### src/rtl/univ_shift_reg.sv
// Universal shift register with multi-step shift sequencing.
// Supports parallel load, clear, logical and arithmetic shifts and rotates.
// A shift of N positions runs as N single-bit steps on consecutive edges,
// bracketed by a start / busy / done handshake. carry_out keeps the last bit
// that left the register.
module univ_shift_reg #(
  parameter int WIDTH = 8,
  parameter int AMT_W = 4
) (
  input  logic             clk_in,
  input  logic             clr_n_in,
  input  logic             start_in,
  input  logic [2:0]       mode_in,
  input  logic [AMT_W-1:0] amount_in,
  input  logic [WIDTH-1:0] data_in,
  input  logic             serial_l_in,
  input  logic             serial_r_in,
  output logic [WIDTH-1:0] number_out,
  output logic             carry_out,
  output logic             busy_out,
  output logic             done_out
);

  // Operation encoding seen on mode_in
  typedef enum logic [2:0] {
    MODE_LOAD  = 3'b000,
    MODE_SHL   = 3'b001,
    MODE_SHR   = 3'b010,
    MODE_SAR   = 3'b011,
    MODE_ROL   = 3'b100,
    MODE_ROR   = 3'b101,
    MODE_CLEAR = 3'b110,
    MODE_NOP   = 3'b111
  } mode_e;

  // Sequencer states
  typedef enum logic [1:0] {
    ST_IDLE  = 2'b00,
    ST_SHIFT = 2'b01,
    ST_DONE  = 2'b10
  } state_e;

  // One single-bit step of a shift/rotate; returns {carry, number}.
  // Non-shifting modes return the current contents unchanged.
  function automatic logic [WIDTH:0] f_step(
    input mode_e            mode,
    input logic [WIDTH-1:0] num,
    input logic             carry,
    input logic             fill_l,
    input logic             fill_r
  );
    logic [WIDTH:0] res;
    case (mode)
      MODE_SHL: res = {num[WIDTH-1], num[WIDTH-2:0], fill_l};
      MODE_SHR: res = {num[0], fill_r, num[WIDTH-1:1]};
      MODE_SAR: res = {num[0], num[WIDTH-1], num[WIDTH-1:1]};
      MODE_ROL: res = {num[WIDTH-1], num[WIDTH-2:0], num[WIDTH-1]};
      MODE_ROR: res = {num[0], num[0], num[WIDTH-1:1]};
      default:  res = {carry, num};
    endcase
    return res;
  endfunction

  // State and datapath registers
  state_e           r_state;
  mode_e            r_mode;
  logic [AMT_W-1:0] r_cnt;
  logic [WIDTH-1:0] r_number;
  logic             r_carry;
  logic             r_busy;
  logic             r_done;

  // Next-state values
  state_e           w_next_state;
  mode_e            w_next_mode;
  logic [AMT_W-1:0] w_next_cnt;
  logic [WIDTH-1:0] w_next_number;
  logic             w_next_carry;
  logic [WIDTH:0]   w_step;
  logic             w_immediate;
  mode_e            w_req_mode;

  assign w_req_mode = mode_e'(mode_in);

  // Requests that complete on the sampling edge itself: load/clear/nop or a zero-length shift
  assign w_immediate = (w_req_mode == MODE_LOAD)  ||
                       (w_req_mode == MODE_CLEAR) ||
                       (w_req_mode == MODE_NOP)   ||
                       (amount_in == {AMT_W{1'b0}});

  // Single-bit step of the latched operation, used in SHIFT
  assign w_step = f_step(r_mode, r_number, r_carry, serial_l_in, serial_r_in);

  // Next-state and datapath decode for the IDLE/SHIFT/DONE sequencer
  always_comb begin
    w_next_state  = r_state;
    w_next_mode   = r_mode;
    w_next_cnt    = r_cnt;
    w_next_number = r_number;
    w_next_carry  = r_carry;
    case (r_state)
      ST_IDLE: begin
        if (start_in) begin
          if (w_immediate) begin
            case (w_req_mode)
              MODE_LOAD: begin
                w_next_number = data_in;
                w_next_carry  = 1'b0;
              end
              MODE_CLEAR: begin
                w_next_number = {WIDTH{1'b0}};
                w_next_carry  = 1'b0;
              end
              default: begin
                w_next_number = r_number;
                w_next_carry  = r_carry;
              end
            endcase
            w_next_state = ST_DONE;
          end else begin
            w_next_mode  = w_req_mode;
            w_next_cnt   = amount_in;
            w_next_state = ST_SHIFT;
          end
        end else begin
          w_next_state = ST_IDLE;
        end
      end
      ST_SHIFT: begin
        w_next_carry  = w_step[WIDTH];
        w_next_number = w_step[WIDTH-1:0];
        w_next_cnt    = r_cnt - {{(AMT_W-1){1'b0}}, 1'b1};
        if (r_cnt == {{(AMT_W-1){1'b0}}, 1'b1}) begin
          w_next_state = ST_DONE;
        end else begin
          w_next_state = ST_SHIFT;
        end
      end
      ST_DONE: begin
        // start_in is deliberately ignored here
        w_next_state = ST_IDLE;
      end
      default: begin
        w_next_state = ST_IDLE;
      end
    endcase
  end

  // Register update; clr_n_in aborts everything immediately
  always_ff @(posedge clk_in or negedge clr_n_in) begin
    if (!clr_n_in) begin
      r_state  <= ST_IDLE;
      r_mode   <= MODE_NOP;
      r_cnt    <= {AMT_W{1'b0}};
      r_number <= {WIDTH{1'b0}};
      r_carry  <= 1'b0;
      r_busy   <= 1'b0;
      r_done   <= 1'b0;
    end else begin
      r_state  <= w_next_state;
      r_mode   <= w_next_mode;
      r_cnt    <= w_next_cnt;
      r_number <= w_next_number;
      r_carry  <= w_next_carry;
      r_busy   <= (w_next_state != ST_IDLE);
      r_done   <= (w_next_state == ST_DONE);
    end
  end

  assign number_out = r_number;
  assign carry_out  = r_carry;
  assign busy_out   = r_busy;
  assign done_out   = r_done;

endmodule

### config.mk
export PLATFORM = sky130hd
export DESIGN_NAME = univ_shift_reg
export DESIGN_NICKNAME = d
export VERILOG_FILES = /design/src/rtl/univ_shift_reg.sv
export SDC_FILE = /design/constraint.sdc
export NUM_CORES = 1
export LEC_CHECK = 0
export ABC_AREA = 0
export BUFFER_PORTS_ARGS = -buffer_cell sky130_fd_sc_hd__buf_2
export CORE_UTILIZATION = 35
export CTS_CLUSTER_DIAMETER = 100
export CTS_CLUSTER_SIZE = 25
export DETAILED_ROUTE_END_ITERATION = 10
export HOLD_SLACK_MARGIN = 0.03
export REMOVE_ABC_BUFFERS = 1
export SYNTH_ARGS = -nofsm -noshare
export SYNTH_HDL_FRONTEND = slang
export SYNTH_SLANG_ARGS = --single-unit
### constraint.sdc
create_clock -name clk_in -period 4.2 [get_ports clk_in]
set_input_delay 1.05 -clock clk_in [delete_from_list [all_inputs] [get_ports clk_in]]
set_output_delay 1.05 -clock clk_in [all_outputs]
set_load 0.05 [all_outputs]
==> impl_metrics.py, run 1 <==
metrics = {
    "outcome": {
        "outcome": "completed",
    },
    "clock_network": {
        "cts_tree": "built",
        "worstSkewPairLatency_ns": 0.26,
        "postCtsSetupBuffers": 0,
        "postCtsHoldBufs": 0,
        "post_cts_resized": 0,
        "clkTransAtPathRegs_ns": 0.08,
        "root_buffer": "clkbuf_8",
        "clk_path_buf_depth": 2,
        "h-tree-depth": 1,
        "cts_buffers": 3,
        "cts.sinks": 20,
    },
    "route": {
        "dr.pass1.iters": 5,
        "wire_per_inst_microns": 14.8,
        "antenna_left": 0,
        "drt_wl_total_microns": 3510,
        "post-route-drc-count": 0,
        "drtIter0Drc": 51,
        "vias_per_cell": 5.50,
        "vias": 1304,
    },
    "layout": {
        "nets": 211,
        "diodes": 0,
        "areaGrowthSynthToFinish_pct": 13.5,
        "finalNonFillerCells": 237,
        "drive_gt1_frac": 0.235,
    },
    "power_and_ir_drop": {
        "p_leak_nw": 0.703,
        "irDropWorstVdd_mv": 0.286,
        "power_mw": 1.45,
        "pwr_density_cell_nw_per_um2": 854,
    },
    "logic_synthesis": {
        "ys_seq_area_frac": 0.337,
        "ys_top_cells_by_area": "dfrtp_1 (28%), dfstp_2 (5.3%), nor2b_1 (5.0%)",
        "synth_top_area_cell": "dfrtp_1",
        "synth_edf_count": 0,
        "synth_top_area_frac": 0.284,
        "netlist-cell-type-count": 46,
        "yosysMostFrequentCell": "dfrtp_1",
        "yosys_warnings": 0,
        "syn_avg_cell_area_sq_um": 9.13,
        "synth_seq_cells": 20,
        "ys_top_cells_by_count": "dfrtp_1 (17), nand2_1 (14), a21oi_1 (13)",
        "synth_ff_type": "dfrtp_1",
        "synthArstFlopShare": 1.00,
        "synthCells": 164,
        "netlist_area_sq_um": 1500,
    },
    "grt": {
        "top_usage_layer": "met2",
        "use_met1": 0.206,
        "grt_max_degree": 26,
        "grt-ovfl-total": 0,
        "grt_pass1_wl_microns": 5870,
        "antenna_found_initial": 0,
        "grt_use_met3": 0.0372,
        "grt_usage": 0.172,
        "grt_use_met2": 0.311,
        "grt_pass1_vias": 1251,
    },
    "timing": {
        "rsz0062_at_grt": "no",
        "skew_ns": 0.00886,
        "timing.final.max_slew_violations": 0,
        "fmax_ghz": 0.440,
        "relSlewSlack": 0.472,
        "tns_ns": 0,
        "setup_viol": 0,
        "min_period_over_period": 0.541,
        "worstMarginPinSlew_ns": 0.790,
        "hold-worst-slack_ns": 0.478,
        "hold_viol_final": 0,
        "fin_crit_ns": 2.27,
    },
    "floorplan": {
        "dieArea_sq_um": 4540,
        "die_w_microns": 67.4,
        "rows": 23,
        "fp.dieH_microns": 67.4,
        "fp.coreArea_sq_um": 4060,
        "io-pin-count": 31,
        "initial_core_util": 0.369,
    },
    "placement": {
        "portBuffers": 30,
        "dp_cells": 233,
        "dp_hpwl_microns": 2550,
        "gp_congestion": 0.773,
    },
    "critical_path": {
        "cp_num_buf_inv": 1,
        "path_cells": "inv_1 > ha_1 > and3b_1 > o21ai_0 > o2111ai_1 > a22o_1",
        "end_kind": "register",
        "critPathArrivalTime_ns": 2.43,
        "start_kind": "register",
        "slowest_delay_ns": 0.71,
        "cp.required_ns": 4.36,
        "path_max_fanout": 25,
        "cpLargestDelayFamily": "adder cells",
        "worst-setup-path-type": "reg2reg",
        "cp_slowest_cell": "ha_1",
    },
    "flow_run": {
        "cap_viol_max_count": 0,
    },
    "worst_hold_path": {
        "hold_class": "reg2reg",
    },
}
## per-stage QoR
step                setup WS, ns  area, sq um  utilization
detailed placement          1.72         1650        0.408
floorplan                   1.95         1440            -
CTS                         1.92         1700        0.419
finish                      1.93         1700        0.419
global route                1.75         1700        0.419
global placement            1.75         1650        0.408
## layer usage
| layer | share of wire | vias up |
|---|---|---|
| met1 | 0.44 | 624 |
| li1 | - | 652 |
| met2 | 0.51 | 26 |
| met3 | 0.047 | 2 |
| met4 | 0.0048 | 0 |
| met5 | 0 | - |
## power by group
part	total, mW	internal [mW]	switching (mW)
logic	0.857	0.353	0.504
registers	0.462	0.295	0.167
clock network	0.133	0.0675	0.0650
total	1.45	0.716	0.736
## worst paths after layout
kind | end | cells past startpoint | slack, ns | from
worst min register to register | carry_out | 2 | 0.48 | carry_out
worst max-delay path | number_out[6] | 6 | 1.93 | r_mode[1]
min in group asynchronous | carry_out | 1 | 0.74 | clr_n_in
worst min-delay path | carry_out | 2 | 0.48 | carry_out
max in group asynchronous | r_mode[2] | 1 | 3.10 | clr_n_in
worst max register to register | number_out[6] | 6 | 1.93 | r_mode[1]
## sequential cells by signal (all words and copies together), names as in the netlist
| signal | count |
|---|---|
| busy_out | 1 |
| carry_out | 1 |
| done_out | 1 |
| number_out | 8 |
| r_cnt | 4 |
| r_mode | 3 |
| r_state | 2 |
## cell type report
type | instances | area [sq um]
multi-input cells | 125 | 907
flip-flops and latches | 20 | 504
inverters | 8 | 30.0
well taps | 50 | 62.6
repair buffers | 30 | 150
fillers | 421 | 2360
clock buffers | 4 | 45.0
## layout by cell type, fill, tap and decap left out, types with 5 or more instances in the layout
| cell type | Yosys | routed |
|---|---|---|
| buf_2 | 6 | 30 |
| dfrtp_1 | 17 | 17 |
| nand2_1 | 14 | 14 |
| a21oi_1 | 13 | 13 |
| nor2b_1 | 12 | 12 |
| inv_1 | 8 | 8 |
| nand2b_1 | 8 | 8 |
| a22o_1 | 6 | 6 |
| nand3b_1 | 6 | 6 |
| a221oi_1 | 6 | 6 |
| o21ai_1 | 6 | 6 |
| nor2_1 | 5 | 5 |
## worst min-delay path: cells and delay by family, from the launching register on
family	cells	cell delay [ns]
compound gates	1	0.05
flops	1	0.35
simple gates	1	0.05
## cells by family after synthesis
| kind of cell | synth area share |
|---|---|
| and+or+nand+nor | 0.257 |
| AOI/OAI and AO/OA | 0.259 |
| DFF | 0.337 |
| buffers and inverters | 0.0576 |
| muxes | 0.0585 |
| adders and majority gates | 0.0251 |
| xor gates and xnor gates | 0.00585 |
Note: power is estimated with default switching activity, not from simulation.
==> run 2, diff against run 1 <==
- clock period: 4.2 -> 2.4 ns (I/O delays scaled with it)
==> impl_metrics.py, run 2 (synthesis gave the netlist of run 1 again) <==
metrics = {
    "clock_network": {
        "clk_path_buf_depth": 2,
        "root_buffer": "clkbuf_8",
        "post_cts_resized": 0,
        "postCtsSetupBuffers": 0,
        "clkTransAtPathRegs_ns": 0.09,
        "h-tree-depth": 1,
        "cts_tree": "built",
        "postCtsHoldBufs": 0,
        "cts.sinks": 20,
        "cts_buffers": 3,
        "worstSkewPairLatency_ns": 0.27,
    },
    "floorplan": {
        "initial_core_util": 0.369,
        "dieArea_sq_um": 4540,
        "io-pin-count": 31,
        "die_w_microns": 67.4,
        "rows": 23,
        "fp.dieH_microns": 67.4,
        "fp.coreArea_sq_um": 4060,
    },
    "critical_path": {
        "path_max_fanout": 25,
        "cp_slowest_cell": "ha_1",
        "cpLargestDelayFamily": "adder cells",
        "start_kind": "register",
        "path_cells": "inv_1 > ha_1 > nor2b_1 > a22o_1 > a221oi_1 > o21ai_1",
        "end_kind": "register",
        "slowest_delay_ns": 0.72,
        "cp_num_buf_inv": 1,
        "cp.required_ns": 2.54,
        "worst-setup-path-type": "reg2reg",
        "critPathArrivalTime_ns": 2.38,
    },
    "grt": {
        "grt_max_degree": 26,
        "grt_pass1_wl_microns": 6130,
        "grt-ovfl-total": 0,
        "antenna_found_initial": 0,
        "grt_usage": 0.181,
        "grt_pass1_vias": 1311,
    },
    "layout": {
        "n_fill_cell": 428,
        "final_common_cell": "buf_2",
        "largest_register_ffs": 8,
        "seqCellArea_sq_um": 504,
        "layout_common_cells": "buf_2 (30), dfrtp_1 (17), nand2_1 (14), a21oi_1 (13), nor2b_1 (12)",
        "multiInputGateArea_sq_um": 907,
        "drive_gt1_frac": 0.239,
        "areaGrowthSynthToFinish_pct": 14.0,
        "diodes": 0,
        "nets": 212,
    },
    "timing": {
        "tns_ns": 0,
        "fin_crit_ns": 2.23,
        "worstMarginPinSlew_ns": 0.702,
        "setup_ws_ns": 0.166,
        "rsz0062_at_grt": "no",
        "skew_ns": 0.0125,
        "fmax_ghz": 0.448,
        "relSlewSlack": 0.531,
        "setup_viol": 0,
        "timing.final.max_slew_violations": 0,
        "hold_viol_final": 0,
        "min_period_over_period": 0.931,
        "hold-worst-slack_ns": 0.280,
    },
    "flow_run": {
        "cap_viol_max_count": 0,
    },
    "route": {
        "drtIter0Drc": 68,
        "dr.pass1.iters": 4,
        "vias": 1333,
        "drt_wl_total_microns": 3650,
        "vias_per_cell": 5.60,
        "wire_per_inst_microns": 15.4,
        "post-route-drc-count": 0,
        "antenna_left": 0,
    },
    "placement": {
        "dp_slack_ns": 0.165,
        "dp_hpwl_microns": 2610,
        "portBuffers": 30,
        "gp_congestion": 0.775,
    },
    "outcome": {
        "outcome": "completed",
    },
    "power_and_ir_drop": {
        "p_leak_nw": 0.708,
        "power_mw": 2.58,
        "pwr_density_cell_nw_per_um2": 1510,
        "irDropWorstVdd_mv": 0.556,
    },
    "worst_hold_path": {
        "hold_class": "in2async",
    },
}
run 2: cell count changes in the layout (fill, tap and decap cells not counted):
cell	previous run	this run
buf_4	0	1
run 2: area by class of cell:
class / count / share of cell area
flip-flops and latches: 20 / 0.295
repair buffers: 31 / 0.0924
multi-input cells: 125 / 0.532
inverters: 8 / 0.0176
well taps: 50 / 0.0367
clock buffers: 4 / 0.0264
run 2: routing by layer:
layer | up-vias | GRT usage | share of wire
met1 | 650 | 0.217 | 0.45
met2 | 27 | 0.320 | 0.50
met4 | 0 | 0.0426 | 0.0047
met5 | - | 0 | 0
met3 | 4 | 0.0439 | 0.044
li1 | 652 | - | -
run 2: stage by stage:
step	cell area (sq um)	utilization	instances
2_1_floorplan	1440	-	153
3_3_place_gp	1660	0.409	234
3_5_place_dp	1660	0.409	234
4_1_cts	1710	0.421	238
5_1_grt	1710	0.421	238
6_report	1710	0.421	238
run 2: report_power, final:
part | switching, mW | internal, mW
Combinational | 0.899 | 0.629
Sequential | 0.294 | 0.516
Clock | 0.120 | 0.118
Total | 1.31 | 1.26
run 2: final timing paths:
kind                                 end      start  slack (ns)  cells past startpoint
max in group asynchronous      r_mode[1]   clr_n_in        1.75                      1
min                            carry_out   clr_n_in        0.28                      1
min reg2reg                    carry_out  carry_out        0.48                      2
min in group clk_in            carry_out  carry_out        0.48                      2
max                        number_out[5]  r_mode[1]        0.17                      6
max reg2reg                number_out[5]  r_mode[1]        0.17                      6
